`config.mk`:
```
export PLATFORM = sky130hd
export DESIGN_NAME = seq_binary_to_bcd
export DESIGN_NICKNAME = d
export VERILOG_FILES = /design/src/rtl/seq_binary_to_bcd.sv
export SDC_FILE = /design/constraint.sdc
export NUM_CORES = 1
export LEC_CHECK = 0
export ABC_CLOCK_PERIOD_IN_PS = 4150
export CAP_MARGIN = 5
export CORE_ASPECT_RATIO = 1.1
export CORE_UTILIZATION = 45
export DETAILED_ROUTE_END_ITERATION = 6
export PLACE_DENSITY = 0.67
export SYNTH_ARGS = -nofsm -noshare
export SYNTH_HDL_FRONTEND = slang
export SYNTH_SLANG_ARGS = --single-unit
```
`constraint.sdc`:
```
create_clock -name clk -period 4.15 [get_ports clk]
set_clock_uncertainty 0.2 [all_clocks]
set_input_delay 0.415 -clock clk [delete_from_list [all_inputs] [get_ports clk]]
set_output_delay 0.415 -clock clk [all_outputs]
set_load 0.03 [all_outputs]
```
`src/rtl/seq_binary_to_bcd.sv`:
```
// seq_binary_to_bcd: sequential binary to BCD converter (double-dabble).
// One shift per clock; the result and a leading-zero blanking mask are
// registered and held until the next conversion completes.
//
// Ports
//   clk      : clock, rising edge
//   rst_n    : asynchronous active-low reset
//   start    : conversion request, accepted only in IDLE
//   bin      : unsigned binary input, captured on the accepting edge
//   busy     : high whenever the FSM is not in IDLE
//   done     : one-cycle pulse, new result valid on bcd/digit_en
//   bcd      : DIGITS packed BCD digits, digit 0 (ones) in bits [3:0]
//   digit_en : digit i enabled if it or any higher digit is nonzero; bit 0 always set
module seq_binary_to_bcd #(
  parameter int WIDTH  = 8,
  parameter int DIGITS = 3
) (
  input  logic                  clk,
  input  logic                  rst_n,
  input  logic                  start,
  input  logic [WIDTH-1:0]      bin,
  output logic                  busy,
  output logic                  done,
  output logic [4*DIGITS-1:0]   bcd,
  output logic [DIGITS-1:0]     digit_en
);

  localparam int CW = $clog2(WIDTH + 1);

  typedef enum logic [1:0] {IDLE, SHIFT, DONE} state_t;

  state_t              r_state;
  logic [WIDTH-1:0]    r_sr;
  logic [4*DIGITS-1:0] r_scr;
  logic [CW-1:0]       r_cnt;
  logic                r_busy;
  logic                r_done;
  logic [4*DIGITS-1:0] r_bcd;
  logic [DIGITS-1:0]   r_en;

  logic [4*DIGITS-1:0] w_adj;
  logic [4*DIGITS-1:0] w_scr_nxt;
  logic [WIDTH-1:0]    w_sr_nxt;
  logic [DIGITS-1:0]   w_en_nxt;
  logic                w_nz;

  // One double-dabble step: add-3 correction, then shift {scratch, sr} left.
  // The blanking mask is derived from the post-shift scratch so the final
  // step can load bcd and digit_en on the same edge it enters DONE.
  always_comb begin
    w_adj = r_scr;
    for (int i = 0; i < DIGITS; i++) begin
      if (r_scr[4*i +: 4] >= 4'd5) w_adj[4*i +: 4] = r_scr[4*i +: 4] + 4'd3;
    end
    w_scr_nxt = {w_adj[4*DIGITS-2:0], r_sr[WIDTH-1]};
    w_sr_nxt  = {r_sr[WIDTH-2:0], 1'b0};

    w_nz     = 1'b0;
    w_en_nxt = '0;
    for (int i = DIGITS - 1; i >= 0; i--) begin
      w_nz        = w_nz | (w_scr_nxt[4*i +: 4] != 4'd0);
      w_en_nxt[i] = w_nz;
    end
    w_en_nxt[0] = 1'b1;
  end

  always_ff @(posedge clk or negedge rst_n) begin
    if (!rst_n) begin
      r_state <= IDLE;
      r_sr    <= '0;
      r_scr   <= '0;
      r_cnt   <= '0;
      r_busy  <= 1'b0;
      r_done  <= 1'b0;
      r_bcd   <= '0;
      r_en    <= {{(DIGITS-1){1'b0}}, 1'b1};
    end else begin
      case (r_state)
        IDLE: begin
          r_done <= 1'b0;
          if (start) begin
            r_sr    <= bin;
            r_scr   <= '0;
            r_cnt   <= '0;
            r_busy  <= 1'b1;
            r_state <= SHIFT;
          end
        end
        SHIFT: begin
          r_sr  <= w_sr_nxt;
          r_scr <= w_scr_nxt;
          if (r_cnt == CW'(WIDTH - 1)) begin
            // Last of WIDTH shifts: publish the result directly.
            r_bcd   <= w_scr_nxt;
            r_en    <= w_en_nxt;
            r_done  <= 1'b1;
            r_state <= DONE;
          end else begin
            r_cnt <= r_cnt + 1'b1;
          end
        end
        DONE: begin
          r_done  <= 1'b0;
          r_busy  <= 1'b0;
          r_state <= IDLE;
        end
        default: begin
          r_done  <= 1'b0;
          r_busy  <= 1'b0;
          r_state <= IDLE;
        end
      endcase
    end
  end

  assign busy     = r_busy;
  assign done     = r_done;
  assign bcd      = r_bcd;
  assign digit_en = r_en;

endmodule
```
# Word-level counts from Yosys, hierarchy flattened
# Cells that the tools add are included.
dict set report totals {
  reg_bits 42
  in_bits 11
  output_inout_bits 17
  word_cells 48
}
dict set report classes {
  n_addsub 4
  n_lt_le_gt_ge 3
  eq_ne 5
  n_mux 17
  bitwise 2
  reduce_logical 9
}
# op n
set ops {}
lappend ops {{12-bit case mux with 2 select lines} 1}
lappend ops {{4-bit 2-to-1 mux} 4}
lappend ops {{8-bit case mux with 2 select lines} 1}
lappend ops {{4-bit by 3-bit greater-or-equal comparator with 1-bit output, second input constant} 3}
lappend ops {{12-bit 2-to-1 mux} 1}
lappend ops {{4-bit by 2-bit adder with 4-bit output, second input constant} 2}
lappend ops {{8-bit 2-to-1 mux} 1}
lappend ops {{4-bit case mux with 2 select lines} 1}
lappend ops {{2-bit AND reduction} 4}
lappend ops {{4-bit nonzero test} 2}
lappend ops {{2-bit != test, second input constant} 3}
lappend ops {{4-bit by 1-bit adder with 4-bit output, second input constant} 1}
lappend ops {{4-bit by 3-bit == test with 1-bit output, second input constant} 1}
lappend ops {{2-bit 2-to-1 mux} 2}
lappend ops {{2-bit case mux with 2 select lines} 1}
lappend ops {{3-bit by 2-bit adder with 3-bit output, second input constant} 1}
lappend ops {{1-bit 2-to-1 mux} 3}
lappend ops {{3-bit 2-to-1 mux} 1}
lappend ops {{3-bit AND reduction} 1}
lappend ops {{2-bit by 1-bit == test with 1-bit output, second input constant} 1}
lappend ops {{2-bit logical NOT} 1}
lappend ops {{1-bit case mux with 2 select lines} 1}
lappend ops {{2-bit nonzero test} 1}
lappend ops {{1-bit NOT} 1}
lappend ops {{1-bit OR} 1}

# Longest topological paths before layout
dict set report depth {
  word_depth 4
  ltp_mapped 7
  depth_no_buf 6
}

# Worst setup path before layout
# Ideal clock, no wire load.
dict set report synth_timing {
  path_kind {register to register}
  startpoint {register r_scr[4]}
  endpoint {register r_bcd[6] (netlist: bcd[6])}
  setup_ps 76
  t_arrival_ps 1440
  t_required_ps 3874
  path_slack_ps 2434
  path_stages_with_launch 7
  n_path_buf 0
  path_cell_list {dfrtp_1 inv_1 ha_1 nand2b_1 a21oi_2 mux2_2 o21ai_1}
}
dict set report synth_via {
  elab_chain_cells 2
  elab_cells_between_ends 3
  cone_classes {add/sub: 1; order compare: 1; mux: 1}
}
# element line
set synth_lines {}
lappend synth_lines {{start: declaration} 34} ;# logic [4*DIGITS-1:0] r_scr;
lappend synth_lines {{start signal: assignment} 91} ;# r_scr <= w_scr_nxt;
lappend synth_lines {{4-bit by 2-bit adder with 4-bit output or 4-bit by 3-bit greater-or-equal comparator with 1-bit output (tied branches)} 53} ;# if (r_scr[4*i +: 4] >= 4'd5) w_adj[4*i +: 4] = r_scr[4*i +: 4] + 4'd3;
lappend synth_lines {{4-bit 2-to-1 mux *} 53}
lappend synth_lines {{end signal: assignment} 94} ;# r_bcd <= w_scr_nxt;
lappend synth_lines {{end: declaration} 38} ;# logic [4*DIGITS-1:0] r_bcd;
# Every way passes the cells marked *; elsewhere a longest branch is shown, timed or not.
# A chain may end at the register's enable or synchronous reset.

# Worst setup path in the final report
dict set report layout_timing {
  startpoint {register r_state[0]}
  endpoint {register r_bcd[9] (netlist: bcd[9])}
}
dict set report layout_via {
  elab_chain_cells 2
}
# element line
set layout_lines {}
lappend layout_lines {{start: declaration} 32} ;# state_t r_state;
lappend layout_lines {{start signal: assignment} 69} ;# r_state <= IDLE;
lappend layout_lines {{start signal: assignment} 86} ;# r_state <= SHIFT;
lappend layout_lines {{start signal: assignment} 97} ;# r_state <= DONE;
lappend layout_lines {{2-bit by 1-bit == test with 1-bit output} 78} ;# case (r_state)
lappend layout_lines {{2-bit AND reduction (no line)} --}
# No other way between the ends.

==> impl_table.tex <==
\begin{tabular}{lr}
\hline
Metric & Value \\
\hline
\multicolumn{2}{l}{\textbf{Critical path}} \\
\quad Maximum net fanout on the critical path & 13 \\
\quad Worst setup path start & r\_state[0] \\
\quad Critical Path Sink Type & flop \\
\quad Data arrival at the endpoint of the critical path & 2.17 ns \\
\quad Kind of critical path & flop to flop \\
\quad Required time of the critical path & 4.13 ns \\
\quad Kind of start point of the critical path & flop \\
\quad FF-to-FF setup slack & 1.96 ns \\
\quad Worst Reg2Reg Path Length in Cells & 4 \\
\quad Startpoint of the worst register-to-register path & r\_state[0] \\
\multicolumn{2}{l}{\textbf{Place}} \\
\quad Count of buffers inserted at the top-level ports & 26 \\
\quad Pre-CTS WS & 1.80 ns \\
\quad Routability Congestion & 0.773 \\
\quad Total half-perimeter wirelength after legalization and detailed placement & 2720 um \\
\multicolumn{2}{l}{\textbf{Floorplan}} \\
\quad Starting density of the core & 0.481 \\
\quad Number of placement rows & 25 \\
\quad Die area & 4960 um\^{}2 \\
\quad Die span in x & 67.2 um \\
\quad I/O pin count & 28 \\
\quad Chip Height & 73.7 um \\
\quad Core region area & 4380 um\^{}2 \\
\multicolumn{2}{l}{\textbf{STA}} \\
\quad Ratio of final minimum period to clock period & 0.528 \\
\quad Worst slew pin tran & 0.915 ns \\
\quad Max-slew headroom at the worst pin & 0.390 \\
\quad Setup slack after layout & 1.96 ns \\
\quad Worst hold margin & 0.0511 ns \\
\quad Upper clock frequency limit & 456 MHz \\
\quad Number of pins exceeding their max-slew limit in the final report & 0 \\
\quad Final hold violation count & 0 \\
\quad Unrepaired setup endpoints after global routing & false \\
\quad Post-layout min period & 2.19 ns \\
\quad Final setup vio count & 0 \\
\quad Setup\_tns & 0 ns \\
\multicolumn{2}{l}{\textbf{CTS}} \\
\quad TritonCTS clock tree & built \\
\quad Number of clock buffers inserted by TritonCTS & 5 \\
\quad Clock H-tree levels & 2 \\
\quad Maximum buffer depth of the clock tree & 2 \\
\quad Number of sinks driven by the clock tree & 42 \\
\quad Post-cts gate resize count & 0 \\
\quad Clock tree root buffer cell & sky130\_fd\_sc\_hd\_\_clkbuf\_8 \\
\quad \# hold bufs at CTS & 0 \\
\quad Clock latency reported for the late side of the worst-skew pair & 0.29 ns \\
\quad CTS clk-pin slew, worst paths & 0.08 ns \\
\quad Number of buffers inserted to repair setup after CTS & 0 \\
\multicolumn{2}{l}{\textbf{Final layout}} \\
\quad Ant diodes & 0 \\
\quad Utilization after layout & 0.562 \\
\quad Nets & 251 \\
\quad Synthesis-to-finish area growth & 16.8\% \\
\quad Share of layout cells above drive strength 1 & 0.0983 \\
\multicolumn{2}{l}{\textbf{Pwr}} \\
\quad Clock group share of total power & 0.132 \\
\quad Leak & 1.06 nW \\
\quad Power density over the cells & 829 nW/um\^{}2 \\
\quad Net switching fraction of the power & 0.426 \\
\quad Switch Pwr & 868 uW \\
\quad Proportion of power drawn by flip-flops and latches & 0.375 \\
\quad Fraction of power consumed by combinational cells & 0.492 \\
\quad Worst VDD drop & 307 uV \\
\quad Internal Pwr Total & 1.17 mW \\
\multicolumn{2}{l}{\textbf{Routing}} \\
\quad Total detailed-routing wirelength & 3910 um \\
\quad Total vias in the final route & 1507 \\
\quad DRC violation count after routing & 0 \\
\quad Number of search-and-repair iterations in the first detailed-routing pass & 4 \\
\quad Drt via density & 5.23 \\
\quad Residual antenna-violating net count after detailed routing & 0 \\
\quad Number of violations reported at the end of detailed-routing iteration 0 & 125 \\
\quad Per-cell routed wire length & 13.6 um \\
\multicolumn{2}{l}{\textbf{Synthesis}} \\
\quad Post-Syn Nets & 228 \\
\quad Post-Syn Area per Cell & 10.0 um\^{}2 \\
\quad Count of warnings emitted by yosys & 0 \\
\quad Number of cells produced by synthesis & 210 \\
\quad Count of state elements after synthesis & 42 \\
\quad EDFF count, synth & 0 \\
\quad Async set or reset register ratio after synthesis & 1.00 \\
\quad Post-synthesis cell type count & 41 \\
\quad Dominant register cell in the synthesized netlist & sky130\_fd\_sc\_hd\_\_dfrtp\_1 \\
\quad Netlist area before placement & 2110 um\^{}2 \\
\quad Sequential element share of the synthesized area & 0.499 \\
\multicolumn{2}{l}{\textbf{GRT}} \\
\quad Total global-route track usage & 0.186 \\
\quad Initial antenna violation count & 0 \\
\quad Global-route wire length before repair & 6900 um \\
\quad Number of global-route vias before repair & 1482 \\
\quad Pin count of the biggest net entering global routing & 43 \\
\quad Total global routing overflow & 0 \\
\multicolumn{2}{l}{\textbf{Run status}} \\
\quad Status & finished, final reports clean \\
\multicolumn{2}{l}{\textbf{Worst hold path}} \\
\quad Hold crit path type & primary input to async pin \\
\multicolumn{2}{l}{\textbf{Job}} \\
\quad Max-cap violation count & 0 \\
\hline
\end{tabular}
-- cells by family after synthesis --
group | share of synthesized area
adders and majority gates | 0.0416
other | 0.00178
xor gates and xnor gates | 0.0125
and+or+nand+nor | 0.159
DFF | 0.499
AOI/OAI and AO/OA | 0.200
buffers and inverters | 0.0458
muxes | 0.0410
-- per-layer routing --
layer	up-vias	GRT usage	routed length (um)
met4	0	0.0567	34
li1	770	-	-
met2	27	0.291	1830
met1	705	0.247	1920
met3	5	0.0512	132
met5	-	0	0
-- stage by stage --
stage / cell area (um^2) / total power, mW / cells
after CTS: 2460 / 2.07 / 288
after global routing: 2460 / 2.21 / 288
after global placement: 2370 / 1.76 / 280
after detailed placement: 2370 / 1.79 / 280
after floorplan: 2110 / 1.49 / 210
final: 2460 / 2.04 / 288
-- final cells by class --
cell class / instances / area [um^2]
clock inverter: 1 / 5.00
clock buffer: 7 / 86.3
inverter: 9 / 36.3
sequential: 42 / 1050
tap: 54 / 67.6
multi-input combinational: 149 / 958
timing repair buffer: 26 / 255
fill: 409 / 1920
-- worst max-delay path, stage by stage, from the launching register on --
cell and delay (ns):
sky130_fd_sc_hd__dfrtp_1 0.62, sky130_fd_sc_hd__and2b_1 0.50, sky130_fd_sc_hd__nand2_4 0.20, sky130_fd_sc_hd__inv_4 0.21, sky130_fd_sc_hd__mux2_2 0.35
-- path summary, 6_finish.rpt --
kind,to
min in group clk,bcd[7]
max,bcd[9]
max reg2reg,bcd[9]
min,bcd[5]
min reg2reg,bcd[7]
max in group asynchronous,r_scr[2]
-- flip-flops by register name, indices dropped and copies added, names as in the netlist --
signal    count
r_cnt         4
r_sr          8
digit_en      2
busy          1
r_state       2
bcd          12
r_scr        12
done          1
-- power by group through the flow --
stage          clock network (mW)  logic (mW)  registers (mW)
6_report                    0.270        1.00           0.765
3_5_place_dp                    0        1.02           0.770
2_1_floorplan                   0       0.627           0.858
5_1_grt                     0.292        1.13           0.796
4_1_cts                     0.283        1.02           0.765
3_3_place_gp                    0       0.997           0.767
-- synthesized netlist by cell type, types with 2 or more instances --
| cell | count | area share |
|---|---|---|
| sky130_fd_sc_hd__a21oi_1 | 16 | 0.038 |
| sky130_fd_sc_hd__a22o_1 | 4 | 0.017 |
| sky130_fd_sc_hd__a22oi_1 | 7 | 0.025 |
| sky130_fd_sc_hd__buf_2 | 6 | 0.014 |
| sky130_fd_sc_hd__clkbuf_1 | 2 | 0.0036 |
| sky130_fd_sc_hd__dfrtp_1 | 42 | 0.50 |
| sky130_fd_sc_hd__ha_1 | 7 | 0.042 |
| sky130_fd_sc_hd__inv_1 | 8 | 0.014 |
| sky130_fd_sc_hd__mux2_2 | 5 | 0.027 |
| sky130_fd_sc_hd__mux2i_1 | 3 | 0.014 |
| sky130_fd_sc_hd__nand2_1 | 27 | 0.048 |
| sky130_fd_sc_hd__nand2b_1 | 6 | 0.018 |
| sky130_fd_sc_hd__nand3_1 | 2 | 0.0048 |
| sky130_fd_sc_hd__nor2_1 | 7 | 0.012 |
| sky130_fd_sc_hd__nor2b_1 | 10 | 0.030 |
| sky130_fd_sc_hd__nor3_1 | 2 | 0.0048 |
| sky130_fd_sc_hd__nor3b_1 | 3 | 0.011 |
| sky130_fd_sc_hd__o21ai_0 | 5 | 0.012 |
| sky130_fd_sc_hd__o21ai_1 | 24 | 0.057 |
| sky130_fd_sc_hd__xnor2_1 | 3 | 0.012 |
-- cell usage in the layout (no fill, tap or decap), types with 4 or more instances in the layout --
master	n
sky130_fd_sc_hd__nand2_1	27
sky130_fd_sc_hd__nor2_1	7
sky130_fd_sc_hd__a22oi_1	7
sky130_fd_sc_hd__dfrtp_1	42
sky130_fd_sc_hd__a22o_1	4
sky130_fd_sc_hd__inv_1	8
sky130_fd_sc_hd__o21ai_0	5
sky130_fd_sc_hd__clkbuf_8	6
sky130_fd_sc_hd__o21ai_1	24
sky130_fd_sc_hd__nand2b_1	6
sky130_fd_sc_hd__mux2_2	5
sky130_fd_sc_hd__clkdlybuf4s50_1	25
sky130_fd_sc_hd__a21oi_1	16
sky130_fd_sc_hd__nor2b_1	10
sky130_fd_sc_hd__ha_1	7
Power figures use the tool's default switching activity.
